File: config.mk
export PLATFORM = sky130hd
export DESIGN_NAME = branch_predict_unit
export DESIGN_NICKNAME = d
export VERILOG_FILES = /design/src/rtl/branch_predict_unit.sv
export SDC_FILE = /design/constraint.sdc
export NUM_CORES = 2
export LEC_CHECK = 0
export BUFFER_PORTS_ARGS = -buffer_cell sky130_fd_sc_hd__buf_2
export CELL_PAD_IN_SITES_DETAIL_PLACEMENT = 0
export CELL_PAD_IN_SITES_GLOBAL_PLACEMENT = 1
export CORE_MARGIN = 10
export CORE_UTILIZATION = 57
export CTS_CLUSTER_DIAMETER = 100
export DETAILED_ROUTE_END_ITERATION = 16
export PLACE_DENSITY_LB_ADDON = 0.1
export SLEW_MARGIN = 20
export SYNTH_ARGS = -nofsm -noshare
export SYNTH_HDL_FRONTEND = slang
export SYNTH_SLANG_ARGS = --single-unit
File: constraint.sdc
create_clock -name clk -period 6.7 [get_ports clk]
set_input_delay 0.67 -clock clk [delete_from_list [all_inputs] [get_ports clk]]
set_output_delay 0.67 -clock clk [all_outputs]
set_load 0.05 [all_outputs]
File: src/rtl/branch_predict_unit.sv
// ---------------------------------------------------------------------------
// branch_predict_unit
//
// IF-stage branch predictor. A single direct-mapped table holds, per entry,
// a valid bit, a tag, a branch target and a saturating direction counter.
// The table is indexed by pc[INDEX_BITS:1]. In gshare mode (MODE=1) the
// global history is XORed into the low index bits. Speculative global
// history advances on predicted hits. When WB reports a mispredict, the
// history is rebuilt from the snapshot that travelled with the branch.
// Two saturating counters track resolved branches and mispredicts.
//
// Ports:
//   clk              clock
//   reset            asynchronous, active-low reset
//   lookup_en        fetch advances this cycle (IF not stalled)
//   pc_if            fetch PC (lookup is combinational)
//   predict_taken    predicted taken for pc_if
//   target_pc        predicted target (0 when not predicted taken)
//   hist_if          history used for this lookup, carried down the pipe
//   update_en        resolved branch in WB (single-cycle pulse)
//   pc_wb            resolved branch PC
//   hist_wb          history snapshot carried with the resolved branch
//   actual_taken     resolved direction
//   actual_target    resolved target
//   mispredict       WB flush for this branch, qualified by update_en
//   stat_branches    saturating resolved-branch count
//   stat_mispredicts saturating mispredict count
// ---------------------------------------------------------------------------
module branch_predict_unit #(
    parameter int unsigned INDEX_BITS = 5,
    parameter int unsigned HIST_BITS  = 2,
    parameter int unsigned CTR_BITS   = 2,
    parameter int unsigned TAG_BITS   = 8,
    parameter bit          MODE       = 1'b1
) (
    input  logic                 clk,
    input  logic                 reset,
    input  logic                 lookup_en,
    input  logic [15:0]          pc_if,
    output logic                 predict_taken,
    output logic [15:0]          target_pc,
    output logic [HIST_BITS-1:0] hist_if,
    input  logic                 update_en,
    input  logic [15:0]          pc_wb,
    input  logic [HIST_BITS-1:0] hist_wb,
    input  logic                 actual_taken,
    input  logic [15:0]          actual_target,
    input  logic                 mispredict,
    output logic [15:0]          stat_branches,
    output logic [15:0]          stat_mispredicts
);

    localparam int unsigned ENTRIES = 1 << INDEX_BITS;

    localparam logic [CTR_BITS-1:0] CTR_WT  = CTR_BITS'(1) << (CTR_BITS - 1);
    localparam logic [CTR_BITS-1:0] CTR_WNT = CTR_WT - CTR_BITS'(1);
    localparam logic [CTR_BITS-1:0] CTR_MAX = '1;

    // ------------------------------------------------------------------
    // State
    // ------------------------------------------------------------------
    logic                  valid_q  [ENTRIES];
    logic                  valid_d  [ENTRIES];
    logic [TAG_BITS-1:0]   tag_q    [ENTRIES];
    logic [TAG_BITS-1:0]   tag_d    [ENTRIES];
    logic [15:0]           target_q [ENTRIES];
    logic [15:0]           target_d [ENTRIES];
    logic [CTR_BITS-1:0]   ctr_q    [ENTRIES];
    logic [CTR_BITS-1:0]   ctr_d    [ENTRIES];

    logic [HIST_BITS-1:0]  ghr_q;
    logic [HIST_BITS-1:0]  ghr_d;
    logic [15:0]           stat_branches_q;
    logic [15:0]           stat_branches_d;
    logic [15:0]           stat_mispredicts_q;
    logic [15:0]           stat_mispredicts_d;

    // ------------------------------------------------------------------
    // Index / tag helpers
    // ------------------------------------------------------------------
    function automatic logic [INDEX_BITS-1:0] calc_idx(
        input logic [15:0]          pc,
        input logic [HIST_BITS-1:0] hist
    );
        logic [INDEX_BITS-1:0] base;
        logic [INDEX_BITS-1:0] hist_ext;
        base     = pc[INDEX_BITS:1];
        hist_ext = INDEX_BITS'(hist);
        return MODE ? (base ^ hist_ext) : base;
    endfunction

    function automatic logic [TAG_BITS-1:0] calc_tag(input logic [15:0] pc);
        return pc[INDEX_BITS+TAG_BITS:INDEX_BITS+1];
    endfunction

    // Not every PC bit feeds the index or tag; fold them here so the
    // unused bits are accounted for explicitly.
    logic unused_in_bits;
    assign unused_in_bits = ^{pc_if, pc_wb, hist_wb};

    // ------------------------------------------------------------------
    // Lookup (combinational, reads pre-update table contents)
    // ------------------------------------------------------------------
    logic [INDEX_BITS-1:0] lk_idx;
    logic                  lk_hit;

    always_comb begin
        lk_idx        = calc_idx(pc_if, ghr_q);
        lk_hit        = valid_q[lk_idx] && (tag_q[lk_idx] == calc_tag(pc_if));
        predict_taken = lk_hit && ctr_q[lk_idx][CTR_BITS-1];
        target_pc     = predict_taken ? target_q[lk_idx] : '0;
        hist_if       = ghr_q;
    end

    // ------------------------------------------------------------------
    // History next values. The single-bit case has no older bits to keep,
    // so it is split out to avoid a negative-width slice.
    // ------------------------------------------------------------------
    logic [HIST_BITS-1:0] spec_hist;
    logic [HIST_BITS-1:0] repair_hist;

    if (HIST_BITS == 1) begin : g_hist1
        assign spec_hist   = predict_taken;
        assign repair_hist = actual_taken;
    end else begin : g_histn
        assign spec_hist   = {ghr_q[HIST_BITS-2:0], predict_taken};
        assign repair_hist = {hist_wb[HIST_BITS-2:0], actual_taken};
    end

    always_comb begin
        ghr_d = ghr_q;
        if (lookup_en && lk_hit) begin
            ghr_d = spec_hist;
        end
        // Repair from WB overrides any speculative shift in the same cycle.
        if (update_en && mispredict) begin
            ghr_d = repair_hist;
        end
    end

    // ------------------------------------------------------------------
    // Table update from WB
    // ------------------------------------------------------------------
    logic [INDEX_BITS-1:0] up_idx;
    logic                  up_hit;

    always_comb begin
        valid_d  = valid_q;
        tag_d    = tag_q;
        target_d = target_q;
        ctr_d    = ctr_q;

        up_idx = calc_idx(pc_wb, hist_wb);
        up_hit = valid_q[up_idx] && (tag_q[up_idx] == calc_tag(pc_wb));

        if (update_en) begin
            if (up_hit) begin
                if (actual_taken) begin
                    if (ctr_q[up_idx] != CTR_MAX) begin
                        ctr_d[up_idx] = ctr_q[up_idx] + CTR_BITS'(1);
                    end
                    target_d[up_idx] = actual_target;
                end else if (ctr_q[up_idx] != '0) begin
                    ctr_d[up_idx] = ctr_q[up_idx] - CTR_BITS'(1);
                end
            end else if (actual_taken) begin
                // Allocate over whatever occupied the slot.
                valid_d[up_idx]  = 1'b1;
                tag_d[up_idx]    = calc_tag(pc_wb);
                target_d[up_idx] = actual_target;
                ctr_d[up_idx]    = CTR_WT;
            end
        end
    end

    // ------------------------------------------------------------------
    // Statistics (saturating)
    // ------------------------------------------------------------------
    always_comb begin
        stat_branches_d    = stat_branches_q;
        stat_mispredicts_d = stat_mispredicts_q;
        if (update_en) begin
            if (stat_branches_q != 16'hFFFF) begin
                stat_branches_d = stat_branches_q + 16'd1;
            end
            if (mispredict && (stat_mispredicts_q != 16'hFFFF)) begin
                stat_mispredicts_d = stat_mispredicts_q + 16'd1;
            end
        end
    end

    assign stat_branches    = stat_branches_q;
    assign stat_mispredicts = stat_mispredicts_q;

    // ------------------------------------------------------------------
    // Registers
    // ------------------------------------------------------------------
    always_ff @(posedge clk or negedge reset) begin
        if (!reset) begin
            valid_q            <= '{default: 1'b0};
            tag_q              <= '{default: '0};
            target_q           <= '{default: '0};
            ctr_q              <= '{default: CTR_WNT};
            ghr_q              <= '0;
            stat_branches_q    <= '0;
            stat_mispredicts_q <= '0;
        end else begin
            valid_q            <= valid_d;
            tag_q              <= tag_d;
            target_q           <= target_d;
            ctr_q              <= ctr_d;
            ghr_q              <= ghr_d;
            stat_branches_q    <= stat_branches_d;
            stat_mispredicts_q <= stat_mispredicts_d;
        end
    end

endmodule

# Yosys cells after proc, flatten, opt, wreduce, memory -nomap -nowiden
# Index checks and enable logic that the tools add are counted.
[totals]
out_inout_bits = 51
input_bits = 56
elab_cells = 210
register_bits = 898
[op_classes]
n_reduce_logical = 16
bitwise_logic = 9
mux = 41
order_cmp = 3
addsub = 4
eq_ne = 6
[ops]
columns = ["op", "n"]
rows = [
  ["$bwmux 512", 1],
  ["$mux 64", 5],
  ["$bwmux 256", 1],
  ["$bwmux 64", 2],
  ["$bmux 16 s5", 1],
  ["$bmux 8 s5", 2],
  ["$demux 16 s5", 1],
  ["$mux 16", 4],
  ["$or 32x32->32", 2],
  ["$demux 8 s5", 1],
  ["$mux 8", 5],
  ["$add 16x1->16 const B", 2],
  ["$and 32x32->32", 1],
  ["$ne 16x16->1 const B", 2],
  ["$not 32->32", 1],
  ["$bmux 2 s5", 2],
  ["$eq 8x8->1", 2],
  ["$mux 2", 7],
  ["$ge 6x6->1 const B", 2],
  ["$not 5->6", 2],
  ["$bmux 1 s5", 2],
  ["$demux 2 s5", 1],
  ["$xor 5x2->5", 2],
  ["$reduce_bool 2->1", 4],
  ["12 further kinds", 24],
]

# Longest topological paths before layout
[depth]
depth_word = 10
depth_mapped = 15
ltp_nobuf = 10

# Worst setup path after synthesis
# No wires, ideal clock.
[synth_path]
path_kind = "flip-flop to output port"
from = "register ghr_q[0] (netlist: hist_if[0])"
to = "output target_pc[10]"
required_time_ns = 6.030
setup_slack_ns = 1.911
path_stages_with_launch = 13
path_buffers = 3
arrival_time_ns = 4.119
cell_sequence = "dfrtp_1 > xor2_1 > buf_2 > buf_1 > nand2_1 > a32o_1 > o32ai_1 > nor2_1 > xnor2_1 > nor4_1 > nand4b_1 > buf_2 > nor2_1"
[synth_between]
elab_chain_len = 9
word_cells_on_any_way = 18
cone_classes = "eq/ne: 1; mux: 13; bitwise: 2; reduce/logical: 2"
[synth_rtl]
columns = ["element", "line_no", "text"]
rows = [
  ["start, declared", "71", "logic [HIST_BITS-1:0] ghr_q;"],
  ["start signal, assigned", "212", "ghr_q <= ghr_d;"],
  ["$xor 5x2->5 *", "89", "return MODE ? (base ^ hist_ext) : base;"],
  ["$not 5->6 (not written as such) *", "109, 110, 111", ""],
  ["$bmux 8 s5", "109", "lk_hit = valid_q[lk_idx] && (tag_q[lk_idx] == calc_tag(pc_if));"],
  ["$mux 8 (not written as such) (2 in series)", "109", ""],
  ["$eq 8x8->1", "109", ""],
  ["$logic_and 1x1->1", "109", ""],
  ["$logic_and 1x1->1", "110", "predict_taken = lk_hit && ctr_q[lk_idx][CTR_BITS-1];"],
  ["$mux 16 *", "111", "target_pc = predict_taken ? target_q[lk_idx] : '0;"],
  ["end, declared", "41", "output logic [15:0] target_pc,"],
]
# Mark *: on every way between the ends. The rest lies on a longest branch, timed or not. The select of a mux whose other input is x is not followed.

# Worst setup path after layout
[layout_path]
from = "register ghr_q[0] (netlist: hist_if[0])"
to = "output target_pc[4]"
# Same word-level chain as after synthesis.

==> flow_metrics.tcl <==
set metrics [dict create \
    drt-wirelength-per-cell_microns 29.5 \
    die_y_microns 298 \
    drv_cap 0 \
    endpoint_kind "output port" \
    rr_startpoint "hist_if[0]" \
    worstSetupStartpoint "hist_if[0]" \
    yosysWarnings 0 \
    power.switching_mw 4.31 \
    syn_to_final_growth_pct 11.5 \
    nets 3319 \
    grt_pass1_vias 29900 \
    yosys.area.top_type "dfrtp_1" \
    drc 0 \
    synth_seq_cells 898 \
    cellLeakagePower_nw 22.3 \
    vias 28800 \
    yosys.cell_types.count 66 \
    async_reset_ff_frac 1.00 \
    rrSetupSlack_ps 1980 \
    dieArea_sq_mm 0.0886 \
    cp_num_cells 12 \
    coreArea_sq_mm 0.0762 \
    worst_clock_skew_ps 14.5 \
    num_rows 101 \
    port_buffers 100 \
    setup_viol 0 \
    io_pins 107 \
    synth-edff-count 0 \
    yosys_most_used_dff "dfrtp_1" \
    clkPwrFrac 0.356 \
    cts_setup_buffers 0 \
    rsz0062_at_grt "false" \
    worstPathRequired_ps 6030 \
    pwr_density_cell_mw_per_mm2 318 \
    finalCriticalPeriod_ps 6000 \
    viasPerCell 6.60 \
    place_inst 4192 \
    slew_headroom 0.196 \
    grt_overflow 0 \
    syn-num-nets 3283 \
    clockBufferDepth 3 \
    clock_sinks 898 \
    dp_hpwl_microns 81300 \
    synth_top_area_frac 0.493 \
    ant_nets 0 \
    combinationalPowerShare 0.199 \
    status "complete, no violations" \
    cpMaxStageDelayCell "xor2_4" \
    tns_ps 0 \
    finalCritPeriodShare 0.896 \
    pwr-share-seq 0.445 \
    path_delay_family "compound AO/OA/AOI/OAI gates" \
    first_pass_iters 5 \
    irDropWorstVdd_v 0.000247 \
    p_sw_frac 0.277 \
    final_layout_size_suffix_gt1_frac 0.449 \
    antenna_found_initial 4 \
    place.gp.congestion 0.922 \
    hp-class "in -> async" \
    track_usage 0.288 \
    syn_area_sq_mm 0.0439 \
    arrival_ps 5330 \
    p_int_mw 11.3 \
    fillCellCount 5780 \
    cts_tree "built" \
    start_util 0.577 \
    instances_no_fill 4366 \
    avgSynthCellArea_sq_um 13.6 \
    max_freq_mhz 167 \
    r2r_cells 11 \
    worst-setup-path-type "reg -> out" \
    cts_made_buffers 95 \
    slowest_delay_ps 780 \
    grt_pass1_wl_microns 195000 \
    syn_inst 3223 \
    cts_root_buf "clkbuf_16" \
    cts.repair.resized 0 \
    drtIter0Drc 2676 \
    die_w_microns 298 \
    htreeDepth 3 \
    grt_start_max_net_pins 181 \
    wl_microns 129000 \
    ys_top_cells_by_area "dfrtp_1 (49%), mux2_2 (21%), mux4_2 (12%), nand2_1 (3.2%), dfstp_2 (1.9%)" \
    path_max_fanout 41 \
    tightestPinTransition_ps 1200 \
    hold_viol 0 \
    startpoint_type "flop" \
    clk_pin_slew_ps 60 \
    cp_cell_sequence "xor2_4 -> buf_12 -> mux2i_1 -> a32oi_1 -> nand3_1 -> a211o_1 -> a221o_1 -> a21oi_1 -> nand4b_1 -> buf_4 -> nor2_1 -> buf_2" \
    clk_latency_ps 670 \
    yosysSeqAreaShare 0.512 \
    cp_num_buf_inv 3 \
    timing.rr.end "hist_if[0]" \
    cts_hold_buf 0 \
    drv_slew 0 \
]
## sequential cells by signal, summed over array words and instances (netlist names)
register and count:
ctr_q 64, valid_q 32, hist_if 2, stat_branches 16, target_q 512, tag_q 256, stat_mispredicts 16
## cell usage after synthesis, types with 3 or more instances
cell type	instances
nand2b_1	5
o221ai_1	3
o211ai_1	33
a32oi_1	52
a21oi_1	13
o31ai_1	5
buf_1	15
a221oi_1	6
nand3b_1	3
o32ai_1	3
mux2_2	803
nand4_1	43
o2111ai_1	4
a22oi_1	9
nand3_1	68
o22ai_1	13
nand2_1	369
or2_2	35
nor2b_1	11
dfstp_2	32
nor2_2	25
mux4_2	235
mux2i_1	78
inv_1	11
nand4b_1	4
nor4_1	8
nor3_1	12
nor2_1	78
and2_1	13
xor2_1	25
or3b_2	3
a31oi_1	13
a32o_1	4
buf_6	4
xnor2_1	24
dfrtp_1	866
and3_1	15
clkbuf_1	179
buf_2	43
o21ai_0	14
buf_4	6
mux2_1	3
ha_1	4
## metal layers
metal	global-route usage	wire length (microns)	share of wire
met1	0.397	54000	0.42
met2	0.454	60800	0.47
met3	0.0511	8570	0.067
met4	0.110	5290	0.041
met5	0	27	0.00021
## metrics by stage
step           cell area, sq um  hold slack [ps]  worst slack (ps)  power (mW)  utilization
6_report                  49000             74.6               697        15.6        0.643
3_3_place_gp              45700              454              1200        9.91        0.599
2_1_floorplan             43900              374              1910        9.09            -
3_5_place_dp              45700              462              1150        10.1        0.599
4_1_cts                   49000              120               793        15.6        0.643
5_1_grt                   49000              121               582        16.2        0.643
## cells by family after synthesis
family          after synthesis  synth area share
fa+ha+maj                     4           0.00114
mux                        1119             0.345
compound gates              190            0.0329
buf+inv                     260            0.0246
simple gates                701            0.0735
flops                       898             0.512
xor+xnor                     51            0.0105
## area by class of cell
type | instances | area [sq um] | area share
repair buffers | 186 | 1310 | 0.0268
multi-input cells | 2065 | 20500 | 0.419
flip-flops and latches | 898 | 22500 | 0.459
clock buffers | 146 | 2830 | 0.0578
diodes | 1 | 2.50 | 0.0000511
clock inverters | 27 | 478 | 0.00976
inverters | 13 | 48.8 | 0.000996
well taps | 1030 | 1290 | 0.0263
## power by group through the flow
stage / sequential [mW] / clock (mW) / combinational [mW]
6_report: 6.93 / 5.55 / 3.10
5_1_grt: 7.03 / 5.87 / 3.31
4_1_cts: 6.91 / 5.63 / 3.10
3_5_place_dp: 7.00 / 0 / 3.09
3_3_place_gp: 6.90 / 0 / 3.01
2_1_floorplan: 6.92 / 0 / 2.17
## layout by cell type (no fill, tap or decap), types with 6 or more instances in the layout
cell,count
xnor2_1,20
buf_4,77
o22ai_1,13
bufinv_16,11
mux4_2,235
nor2_1,76
nand3_1,66
nor3_1,6
clkbuf_1,27
dfrtp_1,866
and2_1,13
buf_2,96
clkbuf_8,22
o211ai_1,33
a22oi_1,9
clkinv_2,10
nor4_1,6
nor2b_1,10
mux2_2,803
a21oi_1,13
nand4_1,43
dfstp_2,32
xor2_1,23
a31oi_1,13
nand2_2,7
inv_1,11
buf_12,12
o21ai_0,14
mux2i_1,78
a32oi_1,52
clkbuf_16,97
nand2_1,362
a221oi_1,6
or2_2,35
nor3_2,7
nor2_2,24
and3_1,15
## worst max path at each step
stage	end	slack, ps
6_report	target_pc[4]	700
5_1_grt	target_pc[4]	580
4_1_cts	target_pc[4]	790
3_5_place_dp	valid_q[24]	1150
3_3_place_gp	tag_q[40]	1200
2_1_floorplan	target_pc[10]	1910
## worst reg2reg max path, stage by stage, from the launching register on
cell,delay [ps]
dfrtp_1,620
xor2_4,790
buf_12,400
mux2i_1,210
a32oi_1,420
nand3_1,180
a211o_1,340
a221o_1,320
a21oi_1,410
nand4_1,420
mux2i_1,210
mux2_2,280
Note: power is estimated with default switching activity, not from simulation.
